==> src/rtl/umi_messages_pkg.sv <==
// UMI opcode codes, command-word field positions and the packed command layout.
package umi_messages_pkg;

  localparam int unsigned UMI_CMD_W = 32;

  localparam logic [4:0] UMI_INVALID    = 5'h00;
  localparam logic [4:0] UMI_REQ_READ   = 5'h01;
  localparam logic [4:0] UMI_RESP_READ  = 5'h02;
  localparam logic [4:0] UMI_REQ_WRITE  = 5'h03;
  localparam logic [4:0] UMI_RESP_WRITE = 5'h04;
  localparam logic [4:0] UMI_REQ_ATOMIC = 5'h09;
  localparam logic [4:0] UMI_RESP_LINK  = 5'h0E;
  localparam logic [4:0] UMI_REQ_LINK   = 5'h0F;

  localparam int unsigned UMI_OPCODE_MSB = 4;
  localparam int unsigned UMI_OPCODE_LSB = 0;
  localparam int unsigned UMI_SIZE_MSB   = 7;
  localparam int unsigned UMI_SIZE_LSB   = 5;
  localparam int unsigned UMI_LEN_MSB    = 15;
  localparam int unsigned UMI_LEN_LSB    = 8;
  localparam int unsigned UMI_QOS_MSB    = 19;
  localparam int unsigned UMI_QOS_LSB    = 16;
  localparam int unsigned UMI_PROT_MSB   = 21;
  localparam int unsigned UMI_PROT_LSB   = 20;
  localparam int unsigned UMI_EOM_BIT    = 22;
  localparam int unsigned UMI_EOF_BIT    = 23;
  localparam int unsigned UMI_USER_MSB   = 25;
  localparam int unsigned UMI_USER_LSB   = 24;
  localparam int unsigned UMI_EX_BIT     = 26;
  localparam int unsigned UMI_HOSTID_MSB = 31;
  localparam int unsigned UMI_HOSTID_LSB = 27;

  // Non-link command layout, MSB first.
  typedef struct packed {
    logic [UMI_HOSTID_MSB-UMI_HOSTID_LSB:0] hostid;
    logic                                   ex;
    logic [UMI_USER_MSB-UMI_USER_LSB:0]     user;
    logic                                   eof;
    logic                                   eom;
    logic [UMI_PROT_MSB-UMI_PROT_LSB:0]     prot;
    logic [UMI_QOS_MSB-UMI_QOS_LSB:0]       qos;
    logic [UMI_LEN_MSB-UMI_LEN_LSB:0]       len;
    logic [UMI_SIZE_MSB-UMI_SIZE_LSB:0]     size;
    logic [UMI_OPCODE_MSB-UMI_OPCODE_LSB:0] opcode;
  } umi_cmd_t;

  function automatic logic umi_is_link(input logic [4:0] op);
    return (op == UMI_REQ_LINK) || (op == UMI_RESP_LINK);
  endfunction

  // Responses are even, non-zero opcodes.
  function automatic logic umi_is_resp(input logic [4:0] op);
    return (op[0] == 1'b0) && (op != UMI_INVALID);
  endfunction

endpackage

==> src/rtl/umi_cmd_pack.sv <==
// Packs decoded UMI command fields into a CW-bit command word.
// Define UMI_CMD_PACK_REG_EN to register packet_cmd (1-cycle latency, async clear).
module umi_cmd_pack
  import umi_messages_pkg::*;
#(
  parameter int unsigned CW = 32
) (
  input  logic          clk,
  input  logic          nreset,
  input  logic [4:0]    cmd_opcode,
  input  logic [2:0]    cmd_size,
  input  logic [7:0]    cmd_len,
  input  logic [7:0]    cmd_atype,
  input  logic [1:0]    cmd_prot,
  input  logic [3:0]    cmd_qos,
  input  logic          cmd_eom,
  input  logic          cmd_eof,
  input  logic [1:0]    cmd_user,
  input  logic [1:0]    cmd_err,
  input  logic          cmd_ex,
  input  logic [4:0]    cmd_hostid,
  input  logic [23:0]   cmd_user_extended,
  output logic [CW-1:0] packet_cmd
);

  generate
    if (CW < UMI_CMD_W) begin : g_cw_illegal
      $error("umi_cmd_pack: CW must be at least 32");
    end
  endgenerate

  umi_cmd_t              fields_c;
  logic [UMI_CMD_W-1:0]  word_c;

  // Field placement; link opcodes reuse [31:8] for the extended user payload.
  always_comb begin
    fields_c        = '0;
    fields_c.opcode = cmd_opcode;
    fields_c.size   = cmd_size;
    fields_c.len    = (cmd_opcode == UMI_REQ_ATOMIC) ? cmd_atype : cmd_len;
    fields_c.qos    = cmd_qos;
    fields_c.prot   = cmd_prot;
    fields_c.eom    = cmd_eom;
    fields_c.eof    = cmd_eof;
    fields_c.user   = umi_is_resp(cmd_opcode) ? cmd_err : cmd_user;
    fields_c.ex     = cmd_ex;
    fields_c.hostid = cmd_hostid;
    word_c          = fields_c;
    if (umi_is_link(cmd_opcode)) begin
      word_c = {cmd_user_extended, cmd_size, cmd_opcode};
    end
  end

`ifdef UMI_CMD_PACK_REG_EN
  logic [CW-1:0] packet_q;
  logic [CW-1:0] packet_d;

  assign packet_d = CW'(word_c);

  always_ff @(posedge clk or negedge nreset) begin
    if (!nreset) begin
      packet_q <= '0;
    end else begin
      packet_q <= packet_d;
    end
  end

  assign packet_cmd = packet_q;
`else
  // Clock and reset are intentionally left unconnected in the combinational build.
  logic unused_clk_rst;
  assign unused_clk_rst = &{1'b0, clk, nreset};

  assign packet_cmd = CW'(word_c);
`endif

endmodule

==> config.mk <==
export PLATFORM = sky130hd
export DESIGN_NAME = umi_cmd_pack
export DESIGN_NICKNAME = d
export VERILOG_FILES = /design/src/rtl/umi_messages_pkg.sv /design/src/rtl/umi_cmd_pack.sv
export SDC_FILE = /design/constraint.sdc
export NUM_CORES = 1
export LEC_CHECK = 0
export BUFFER_PORTS_ARGS = -buffer_cell sky130_fd_sc_hd__buf_2
export CAP_MARGIN = 5
export CORE_ASPECT_RATIO = 1.2
export CORE_MARGIN = 4
export CORE_UTILIZATION = 25
export DETAILED_ROUTE_END_ITERATION = 7
export PLACE_DENSITY = 0.8
export SYNTH_ARGS = -nofsm -noshare
export SYNTH_HDL_FRONTEND = slang
export SYNTH_SLANG_ARGS = --single-unit
==> constraint.sdc <==
create_clock -name vclk -period 1
set_input_delay 0.1 -clock vclk [all_inputs]
set_output_delay 0.1 -clock vclk [all_outputs]
set_load 0.02 [all_outputs]
==> qor.csv <==
stage,metric,value,unit
flow_run,max_cap viols,0,
floorplanning,die area,3040,um^2
sta,Peak Freq,0.719,GHz
routing,Final ANT Viol Nets,0,
global_routing,first-pass GRT wire length,5660,um
cells_and_area,# diodes,0,
floorplanning,row cnt,18,
power_and_ir_drop,VDD IR max,0.231,mV
global_routing,vias in the first global route,1164,
routing,per-cell routed wire length,18.2,um
floorplanning,core box area,2090,um^2
power_and_ir_drop,Internal,353,uW
placed_design,Port-buffer cells,92,
sta,final slew viol count,0,
yosys,cell count after synthesis,95,
power_and_ir_drop,pwr/cell area,465,nW/um^2
setup_path,Critical Path AT,1.29,ns
clocking,CTS Hold Bufs,0,
sta,Fin Setup TNS,-6.79,ns
yosys,most frequent cell after synthesis,nand2_1,
sta,Finish-stage setup viols,24,
global_routing,GRT met2 Usage,0.425,
cells_and_area,Layout area overhead,169,%
placed_design,detailed placement HPWL,2190,um
routing,via count,1143,
yosys,synthesized area,554,um^2
min_path,hold path endpoint,packet_cmd[5],
cells_and_area,Final Core Density,0.712,
yosys,post-synthesis cell type count,23,
setup_path,CP Launch Type,primary input,
power_and_ir_drop,PnR Total Power,694,uW
cells_and_area,Clock buffer cells,0,
yosys,Syn. warnings,0,
global_routing,GRT overflow,0,
power_and_ir_drop,share of power burned in registers,0,
floorplanning,Initial Util,0.265,
sta,Tightest Pin Transition,0.239,ns
power_and_ir_drop,clock network power share,0,
setup_path,crit end category,output pin,
routing,Iteration-0 DRC Markers,55,
cells_and_area,nets@finish,260,
cells_and_area,seq_cells,0,
global_routing,M3 GR Usage,0.0882,
global_routing,met1 Resource Use GR,0.252,
sta,final critical-path required period,1.39,ns
sta,WHS,0.200,ns
placed_design,GP Congestion,0.725,
run_status,outcome,"finished, violations left",
routing,DRC,0,
cells_and_area,flip-flop and latch area,0,um^2
global_routing,Total Routing Usage GR,0.240,
floorplanning,die height,59.6,um
floorplanning,Die W,51.0,um
power_and_ir_drop,Switching Power,341,uW
yosys,leading post-synthesis cells by cell area,"nand2_1 29%, a221o_1 14%, buf_4 11%",
routing,DRT Pass-1 Iters,4,
setup_path,critical-path maximum fanout,5,
global_routing,antenna violations before repair,0,
sta,unrepaired setup endpoints after global routing,true,
floorplanning,Ports,100,
min_path,hold_sp,cmd_size[0],
power_and_ir_drop,Pleak,0.878,nW
power_and_ir_drop,Comb power frac,1.000,
min_path,Hold Crit Depth,0,
sta,fin crit share,1.39,
sta,Final Hold Vio Count,0,
yosys,post-synth top area cell,nand2_1,
min_path,hold crit path type,primary input to output pin,
yosys,average cell area after synthesis,5.83,um^2
yosys,most frequent cells after synthesis,"43 x nand2_1, 8 x a221o_1, 8 x and3_1, 8 x buf_4, 6 x and2_1",
setup_path,critical path required time,0.90,ns
global_routing,GR peak layer,met2,
sta,slew margin rel.,0.839,
global_routing,largest net degree at the start of global routing,12,
yosys,Yosys top cell area share,0.291,
routing,vias per cell,5.20,
setup_path,kind of critical path,primary input to output pin,
run_status,failing checks,setup timing,
cells_and_area,share of post-route cells with drive strength above 1,0.747,
sta,final worst slack,-0.391,ns
yosys,post-synthesis sequential area ratio,0,
power_and_ir_drop,sw frac,0.492,
yosys,syn_nets,163,
routing,drt total wl,4000,um
[power by group through the flow]
stage          clock (mW)  sequential (mW)  combinational [mW]
3_3_place_gp            0                0               0.475
4_1_cts                 0                0               0.628
2_1_floorplan           0                0               0.265
5_1_grt                 0                0               0.729
3_5_place_dp            0                0               0.479
6_report                0                0               0.694
[how the worst max path moves through the flow]
stage | depth (start not counted) | start | slack (ns) | endpoint
2_1_floorplan | 4 | cmd_opcode[4] | -0.13 | packet_cmd[14]
3_3_place_gp | 6 | cmd_opcode[4] | -0.39 | packet_cmd[25]
3_5_place_dp | 6 | cmd_opcode[4] | -0.40 | packet_cmd[25]
4_1_cts | 6 | cmd_opcode[4] | -0.35 | packet_cmd[14]
5_1_grt | 7 | cmd_opcode[4] | -0.44 | packet_cmd[14]
6_report | 6 | cmd_opcode[4] | -0.39 | packet_cmd[14]
[cell families (layout without fill, tap and decap cells)]
family | count (synthesis) | in the layout | synth area share
AND/OR/NAND/NOR | 68 | 69 | 0.623
AO/OA/AOI/OAI | 12 | 12 | 0.187
buffers and inverters | 15 | 109 | 0.190
[per-layer routing]
| metal | routed length (um) | vias up | share of wire |
|---|---|---|---|
| met5 | 0 | - | 0 |
| met4 | 130 | 0 | 0.033 |
| met1 | 1360 | 505 | 0.34 |
| li1 | - | 518 | - |
| met2 | 1930 | 108 | 0.48 |
| met3 | 577 | 12 | 0.14 |
[critical path, stage by stage]
cell,delay [ns]
buf_8,0.10
buf_4,0.13
nand4b_4,0.20
and2_0,0.22
a221o_1,0.39
buf_6,0.15
[through the flow]
step / area (um^2) / cells / setup WS [ns]
2_1_floorplan: 567 / 95 / -0.135
3_3_place_gp: 1060 / 213 / -0.392
3_5_place_dp: 1060 / 213 / -0.401
4_1_cts: 1420 / 220 / -0.354
5_1_grt: 1490 / 220 / -0.443
6_report: 1490 / 220 / -0.391
[area by class of cell]
| type | instances | area (um^2) |
|---|---|---|
| inverter | 1 | 3.75 |
| fill | 155 | 603 |
| tap | 30 | 37.5 |
| timing repair buffer | 108 | 822 |
| multi-input combinational | 81 | 628 |
[layout by cell type (no fill, tap or decap), types with 4 or more instances in the layout]
cell	instances
nand2_2	15
and3_1	8
nand2_4	11
buf_12	4
a221o_1	8
buf_2	66
and2_1	6
buf_6	25
nand2_1	18
buf_4	9
[what timing repair did]
action / 4_1_cts / 5_1_grt
resized for setup: 75 / 23
cloned: 2 / 0
pin swaps: 19 / 22
endpoints found under the setup margin: 24 / 24
endpoints found under the hold margin: 0 / 0
buffers inserted: 5 / 0
Power figures use the tool's default switching activity.
